$ cat config.mk
export PLATFORM = sky130hd
export DESIGN_NAME = sim_run_monitor
export DESIGN_NICKNAME = d
export VERILOG_FILES = /design/src/rtl/sim_run_monitor.sv
export SDC_FILE = /design/constraint.sdc
export NUM_CORES = 1
export LEC_CHECK = 0
export BUFFER_PORTS_ARGS = -buffer_cell sky130_fd_sc_hd__buf_4
export CORE_UTILIZATION = 51
export CTS_CLUSTER_DIAMETER = 60
export DETAILED_ROUTE_END_ITERATION = 6
export PLACE_DENSITY = 0.81
export SYNTH_ARGS = -nofsm -noshare
export SYNTH_HDL_FRONTEND = slang
export SYNTH_SLANG_ARGS = --single-unit
export TNS_END_PERCENT = 20
$ cat constraint.sdc
create_clock -name clk -period 2.7 [get_ports clk]
set_clock_uncertainty 0.15 [all_clocks]
set_input_delay 0.135 -clock clk [delete_from_list [all_inputs] [get_ports clk]]
set_output_delay 0.135 -clock clk [all_outputs]
set_load 0.1 [all_outputs]
$ cat src/rtl/sim_run_monitor.sv
// sim_run_monitor
//   Run controller and end-of-test monitor for the RV32I cores. It holds the
//   core in reset for RESET_CYCLES cycles after the system reset is released.
//   It then counts run cycles and retired instructions. The run finishes on a
//   valid store to TOHOST_ADDR (bit 0 set) or when MAX_CYCLES run cycles have
//   elapsed.
//
// Ports
//   clk          system clock, rising edge
//   reset        synchronous active-high reset
//   mem_we       core data-memory write enable
//   mem_addr     core data-memory address
//   mem_wdata    core data-memory write data
//   retire       one pulse per retired instruction
//   core_reset   reset driven into the core (high in HOLD and DONE)
//   running      high in RUN
//   done         sticky finish flag
//   pass         finished with exit code 0
//   timeout      finished by cycle timeout
//   exit_code    mem_wdata[31:1] of the terminating write
//   cycle_cnt    RUN cycles elapsed (saturating)
//   instret_cnt  retire pulses seen in RUN (saturating)
module sim_run_monitor #(
  parameter int          RESET_CYCLES = 2,
  parameter int          MAX_CYCLES   = 21,
  parameter logic [31:0] TOHOST_ADDR  = 32'h0000_0100,
  parameter int          CNT_W        = 32
) (
  input  logic             clk,
  input  logic             reset,
  input  logic             mem_we,
  input  logic [31:0]      mem_addr,
  input  logic [31:0]      mem_wdata,
  input  logic             retire,
  output logic             core_reset,
  output logic             running,
  output logic             done,
  output logic             pass,
  output logic             timeout,
  output logic [30:0]      exit_code,
  output logic [CNT_W-1:0] cycle_cnt,
  output logic [CNT_W-1:0] instret_cnt
);

  localparam int HOLD_W = (RESET_CYCLES > 1) ? $clog2(RESET_CYCLES + 1) : 1;
  localparam logic [HOLD_W-1:0] HOLD_LAST  = HOLD_W'(RESET_CYCLES - 1);
  localparam logic [CNT_W-1:0]  CYCLE_LAST = CNT_W'(MAX_CYCLES - 1);

  typedef enum logic [1:0] {
    HOLD = 2'd0,
    RUN  = 2'd1,
    DONE = 2'd2
  } state_t;

  state_t            state, state_next;
  logic [HOLD_W-1:0] hold_cnt, hold_cnt_next;
  logic              done_next, pass_next, timeout_next;
  logic [30:0]       exit_code_next;
  logic [CNT_W-1:0]  cycle_cnt_next, instret_cnt_next;
  logic              tohost_hit;

  assign tohost_hit = mem_we && (mem_addr == TOHOST_ADDR) && mem_wdata[0];

  always_comb begin
    state_next       = state;
    hold_cnt_next    = hold_cnt;
    done_next        = done;
    pass_next        = pass;
    timeout_next     = timeout;
    exit_code_next   = exit_code;
    cycle_cnt_next   = cycle_cnt;
    instret_cnt_next = instret_cnt;
    case (state)
      HOLD: begin
        hold_cnt_next = hold_cnt + 1'b1;
        if (hold_cnt == HOLD_LAST) begin
          state_next = RUN;
        end
      end
      RUN: begin
        // Counters advance on the terminating edge as well.
        if (cycle_cnt != {CNT_W{1'b1}}) begin
          cycle_cnt_next = cycle_cnt + 1'b1;
        end
        if (retire && (instret_cnt != {CNT_W{1'b1}})) begin
          instret_cnt_next = instret_cnt + 1'b1;
        end
        // A tohost write on the timeout edge takes priority.
        if (tohost_hit) begin
          state_next     = DONE;
          done_next      = 1'b1;
          exit_code_next = mem_wdata[31:1];
          pass_next      = (mem_wdata[31:1] == 31'd0);
        end else if ((MAX_CYCLES != 0) && (cycle_cnt == CYCLE_LAST)) begin
          state_next   = DONE;
          done_next    = 1'b1;
          timeout_next = 1'b1;
          pass_next    = 1'b0;
        end
      end
      default: begin
        state_next = DONE;
      end
    endcase
  end

  always_ff @(posedge clk) begin
    if (reset) begin
      state       <= HOLD;
      hold_cnt    <= '0;
      core_reset  <= 1'b1;
      running     <= 1'b0;
      done        <= 1'b0;
      pass        <= 1'b0;
      timeout     <= 1'b0;
      exit_code   <= '0;
      cycle_cnt   <= '0;
      instret_cnt <= '0;
    end else begin
      state       <= state_next;
      hold_cnt    <= hold_cnt_next;
      // Registered from the next state so these track the FSM with no lag.
      core_reset  <= (state_next != RUN);
      running     <= (state_next == RUN);
      done        <= done_next;
      pass        <= pass_next;
      timeout     <= timeout_next;
      exit_code   <= exit_code_next;
      cycle_cnt   <= cycle_cnt_next;
      instret_cnt <= instret_cnt_next;
    end
  end

endmodule

# Yosys cells after proc, flatten, opt, wreduce, memory -nomap -nowiden
# Cells that the tools add are included.
# totals
reg_bits	104
# classes
add_sub_neg	3
n_eq_ne	8
muxes	8
bitwise	1
n_reduce_logical	11
# ops
operator	count
$add A32 B1 Y32 const B	2
$ne A32 B32 Y1 const B	2
$eq A32 B5 Y1 const B	1
$eq A32 B9 Y1 const B	1
$logic_not A31 Y1	1
$reduce_and A2 Y1	4
$eq A2 B1 Y1 const B	3
$mux W2	3
$mux W1	4
$pmux W2 S2	1
$logic_and A1 B1 Y1	3
$reduce_and A3 Y1	1
$add A2 B1 Y2 const B	1
$logic_not A2 Y1	1
$ne A2 B1 Y1 const B	1
$reduce_bool A2 Y1	1
$not A1 Y1	1

# Longest topological paths before layout
# logic_depth
depth_word	6
depth_mapped	8
ltp_nobuf	7

# Least setup slack after synthesis
# OpenSTA, ideal clock, no wires.
# synth_path
path_type	reg2reg
start	register cycle_cnt[9]
end	register cycle_cnt[24]
setup_ps	123
t_arrival_ps	2663
required_ps	2427
path_slack_ps	-236
path_stages_with_launch	6
n_path_buf	0
period_less_slack_ps	2936
path_cell_list	dfxtp_1 nand4_2 nor4_4 nand3_2 or4_1 mux2_1
# synth_via
elab_chain_cells	2
elab_cells_between_ends	3
classes_between	add/sub: 1; eq/ne: 1; reduce/logical: 1
# synth_lines
item	line	text
from (decl)	41	output logic [CNT_W-1:0] cycle_cnt,
from (signal assigned)	129	cycle_cnt <= cycle_cnt_next;
parallel branches: the longest is 2 deep, another holds $add A32 B1 Y32	n/a	
# Several ways; the timed one is not identified.
# A chain may end at the register's enable or synchronous reset.

# Worst setup path in the final report
# Same ends and word-level chain as after synthesis.

==> flow_metrics.env <==
export IMPL_status="complete, no violations"
export IMPL_setup_tns_ps=0
export IMPL_crit_path_max_fanout=8
export IMPL_layout_commonest_cell="buf_4"
export IMPL_yosysSeqAreaShare_pct=41.50
export IMPL_async_reset_ff_share_pct=0
export IMPL_max_freq_mhz=438.3
export IMPL_antenna_found_initial=0
export IMPL_ys_flop_type="dfxtp_1"
export IMPL_dieArea_mm2=0.01024
export IMPL_synth_nets=681
export IMPL_cts_made_buffers=9
export IMPL_cts_tree="built"
export IMPL_arrival_ps=2380
export IMPL_grt_pass1_vias=4989
export IMPL_grt_overflow_total=0
export IMPL_dpl_instance_area_mm2=0.006425
export IMPL_leakagePower_nw=2.649
export IMPL_ios=168
export IMPL_ys_warn_count=0
export IMPL_start_kind="flip-flop"
export IMPL_worst_slack_ps=418.5
export IMPL_finalPower_mw=3.188
export IMPL_period_minus_slack_ps=2282
export IMPL_critPathLaunch="cycle_cnt[9]"
export IMPL_crit_path_end_kind="flip-flop"
export IMPL_vias_per_cell=5.760
export IMPL_clock_latency_ps=360
export IMPL_reg2reg_to="cycle_cnt[24]"
export IMPL_drtPass1Iterations=5
export IMPL_register_area_mm2=0.002120
export IMPL_area_growth_pct=38.73
export IMPL_dieHeight_um=101.2
export IMPL_max_slew_margin_pct=47.58
export IMPL_dpl_worst_slack_ps=416.3
export IMPL_cts_setup_buffers=0
export IMPL_cts_hold_buf=32
export IMPL_coreArea_mm2=0.009371
export IMPL_grt_use_total_pct=28.38
export IMPL_io_buffer_count=167
export IMPL_path_clk_slew_ps=110
export IMPL_hold_viol=0
export IMPL_path_class="flip-flop to flip-flop"
export IMPL_worst_ep_required_time_ps=2800
export IMPL_grt_pass1_wl_mm=23.27
export IMPL_synth_edf_count=0
export IMPL_synth_distinct_cells=57
export IMPL_gp_congestion=0.9186
export IMPL_worst_pin_slew_ps=786.2
export IMPL_fin_nets=872
export IMPL_r2r_slack_ps=420
export IMPL_drive_above_1_share_pct=30.19
export IMPL_final_cell_mix="buf_4 (175), nand2_1 (90), dfxtp_1 (74), a21oi_1 (65), nor2_1 (42)"
export IMPL_cts_sinks=104
export IMPL_cts_htree_levels=3
export IMPL_pwr_share_clk_pct=32.0
export IMPL_ir_drop_v=0.0005108
export IMPL_hold_path_class="primary input to flip-flop"
export IMPL_finalInstanceArea_mm2=0.006960
export IMPL_fin_cells=935
export IMPL_syn_avg_cell_area_um2=8.239
export IMPL_initialDrtViolationCount=160
export IMPL_via_count=5386
export IMPL_period_share_pct=84.50
export IMPL_multiInputGateArea_mm2=0.002789
export IMPL_swShare_pct=29.42
export IMPL_place_hpwl_mm=10.01
export IMPL_endpoint="cycle_cnt[24]"
export IMPL_cts_resized=0
export IMPL_wire_per_inst_um=15.64
export IMPL_dp_cells=886
export IMPL_p_int_mw=2.250
export IMPL_rows=35
export IMPL_syn_area_mm2=0.005017
export IMPL_cellPowerDensity_mw_per_mm2=458.0
export IMPL_fillerInstances=708
export IMPL_clk_path_buf_depth=2
export IMPL_cts_root_buffer="clkbuf_8"
export IMPL_synth_seq_cells=104
export IMPL_post_route_drc_count=0
export IMPL_final_max_slew_viol_count=0
export IMPL_p_sw_mw=0.9377
export IMPL_hold_worst_slack_ps=178.5
export IMPL_cap_viol_max_count=0
export IMPL_postRouteAntennaNets=0
export IMPL_setup_violations=0
export IMPL_wirelength_mm=14.62
export IMPL_grt_max_degree=80
export IMPL_initial_core_util_pct=53.54
export IMPL_hold_depth=2
export IMPL_pwr_share_comb_pct=17.3
export IMPL_r2r_start="cycle_cnt[9]"
export IMPL_dieWidth_um=101.2
export IMPL_p_seq_share_pct=50.7
export IMPL_rsz0062_at_grt="no"
export IMPL_synthCells=609
export IMPL_r2r_cells=5
export IMPL_final_core_util_pct=74.27
-- worst max-delay path, stage by stage (launching register included) --
cell and delay, ps:
dfxtp_2 400, nand4_2 180, nor4_4 500, nand3_2 180
or4_1 450, mux2_1 320
-- area by class of cell --
type                    instances  area share [%]
well taps                     129           2.319
flip-flops and latches        104           30.45
diodes                          1         0.03595
inverters                      11          0.5932
multi-input cells             467           40.07
clock inverters                 6           1.079
repair buffers                207           23.48
clock buffers                  10           1.977
-- state kept, by name, indices dropped and copies added, names as in the netlist --
name	flops
cycle_cnt	32
instret_cnt	32
exit_code	31
hold_cnt	2
state	2
core_reset	1
done	1
pass	1
running	1
timeout	1
-- worst min path at each step --
stage	from	end	slack (ps)
2_1_floorplan	mem_wdata[1]	exit_code[0]	130
3_3_place_gp	mem_wdata[24]	exit_code[23]	250
3_5_place_dp	mem_wdata[6]	exit_code[5]	260
4_1_cts	reset	instret_cnt[13]	180
5_1_grt	reset	cycle_cnt[18]	210
6_report	reset	done	180
-- synthesized netlist by cell type, types with 3 or more instances --
master | instances | area share (%)
xor2_1 | 8 | 1.4
o2111ai_1 | 3 | 0.52
or3_1 | 24 | 3.0
nand3_1 | 23 | 2.3
mux2_2 | 5 | 1.1
nor4_1 | 23 | 2.9
or2_2 | 3 | 0.37
nor4b_1 | 6 | 1.0
ha_1 | 4 | 1.0
nand2b_1 | 3 | 0.37
and4_1 | 10 | 1.7
and2_1 | 4 | 0.50
nor3_1 | 11 | 1.1
nor2b_1 | 11 | 1.4
nand4_1 | 20 | 2.5
nor2_1 | 42 | 3.1
nand2_1 | 90 | 6.7
inv_1 | 11 | 0.82
o31ai_1 | 6 | 0.90
o21ai_0 | 31 | 3.1
a21oi_1 | 65 | 6.5
a211oi_1 | 8 | 1.2
and3_1 | 6 | 0.75
or4_1 | 14 | 2.1
dfxtp_1 | 104 | 41
clkbuf_1 | 22 | 1.6
xnor2_1 | 14 | 2.4
-- power by group through the flow --
stage,Combinational (mW),Clock [mW],Sequential (mW)
after floorplan,0.173,0,1.80
after global placement,0.500,0,1.65
after detailed placement,0.505,0,1.65
after CTS,0.545,1.04,1.61
after global routing,0.590,1.11,1.62
final,0.551,1.02,1.62
-- per-layer routing --
layer  GRT usage, %  up-vias  share of wire, %
met3          5.659       48               5.8
met5              0        -                 0
li1               -     2618                 -
met4          15.61        0               3.7
met2          47.04      214                49
met1          34.70     2506                42
-- kinds of logic (layout without fill, tap and decap cells) --
family | Yosys count | after routing | share of synthesized area (%)
multiplexers | 8 | 8 | 1.746
buffers and inverters | 38 | 234 | 3.092
AO/OA/AOI/OAI | 126 | 126 | 15.09
other | 0 | 1 | 0
adder cells (fa/ha/maj) | 4 | 4 | 0.9975
AND/OR/NAND/NOR | 307 | 307 | 33.74
flip-flops | 104 | 104 | 41.50
XOR/XNOR | 22 | 22 | 3.841
No activity file was read; power rests on OpenSTA's default activity.
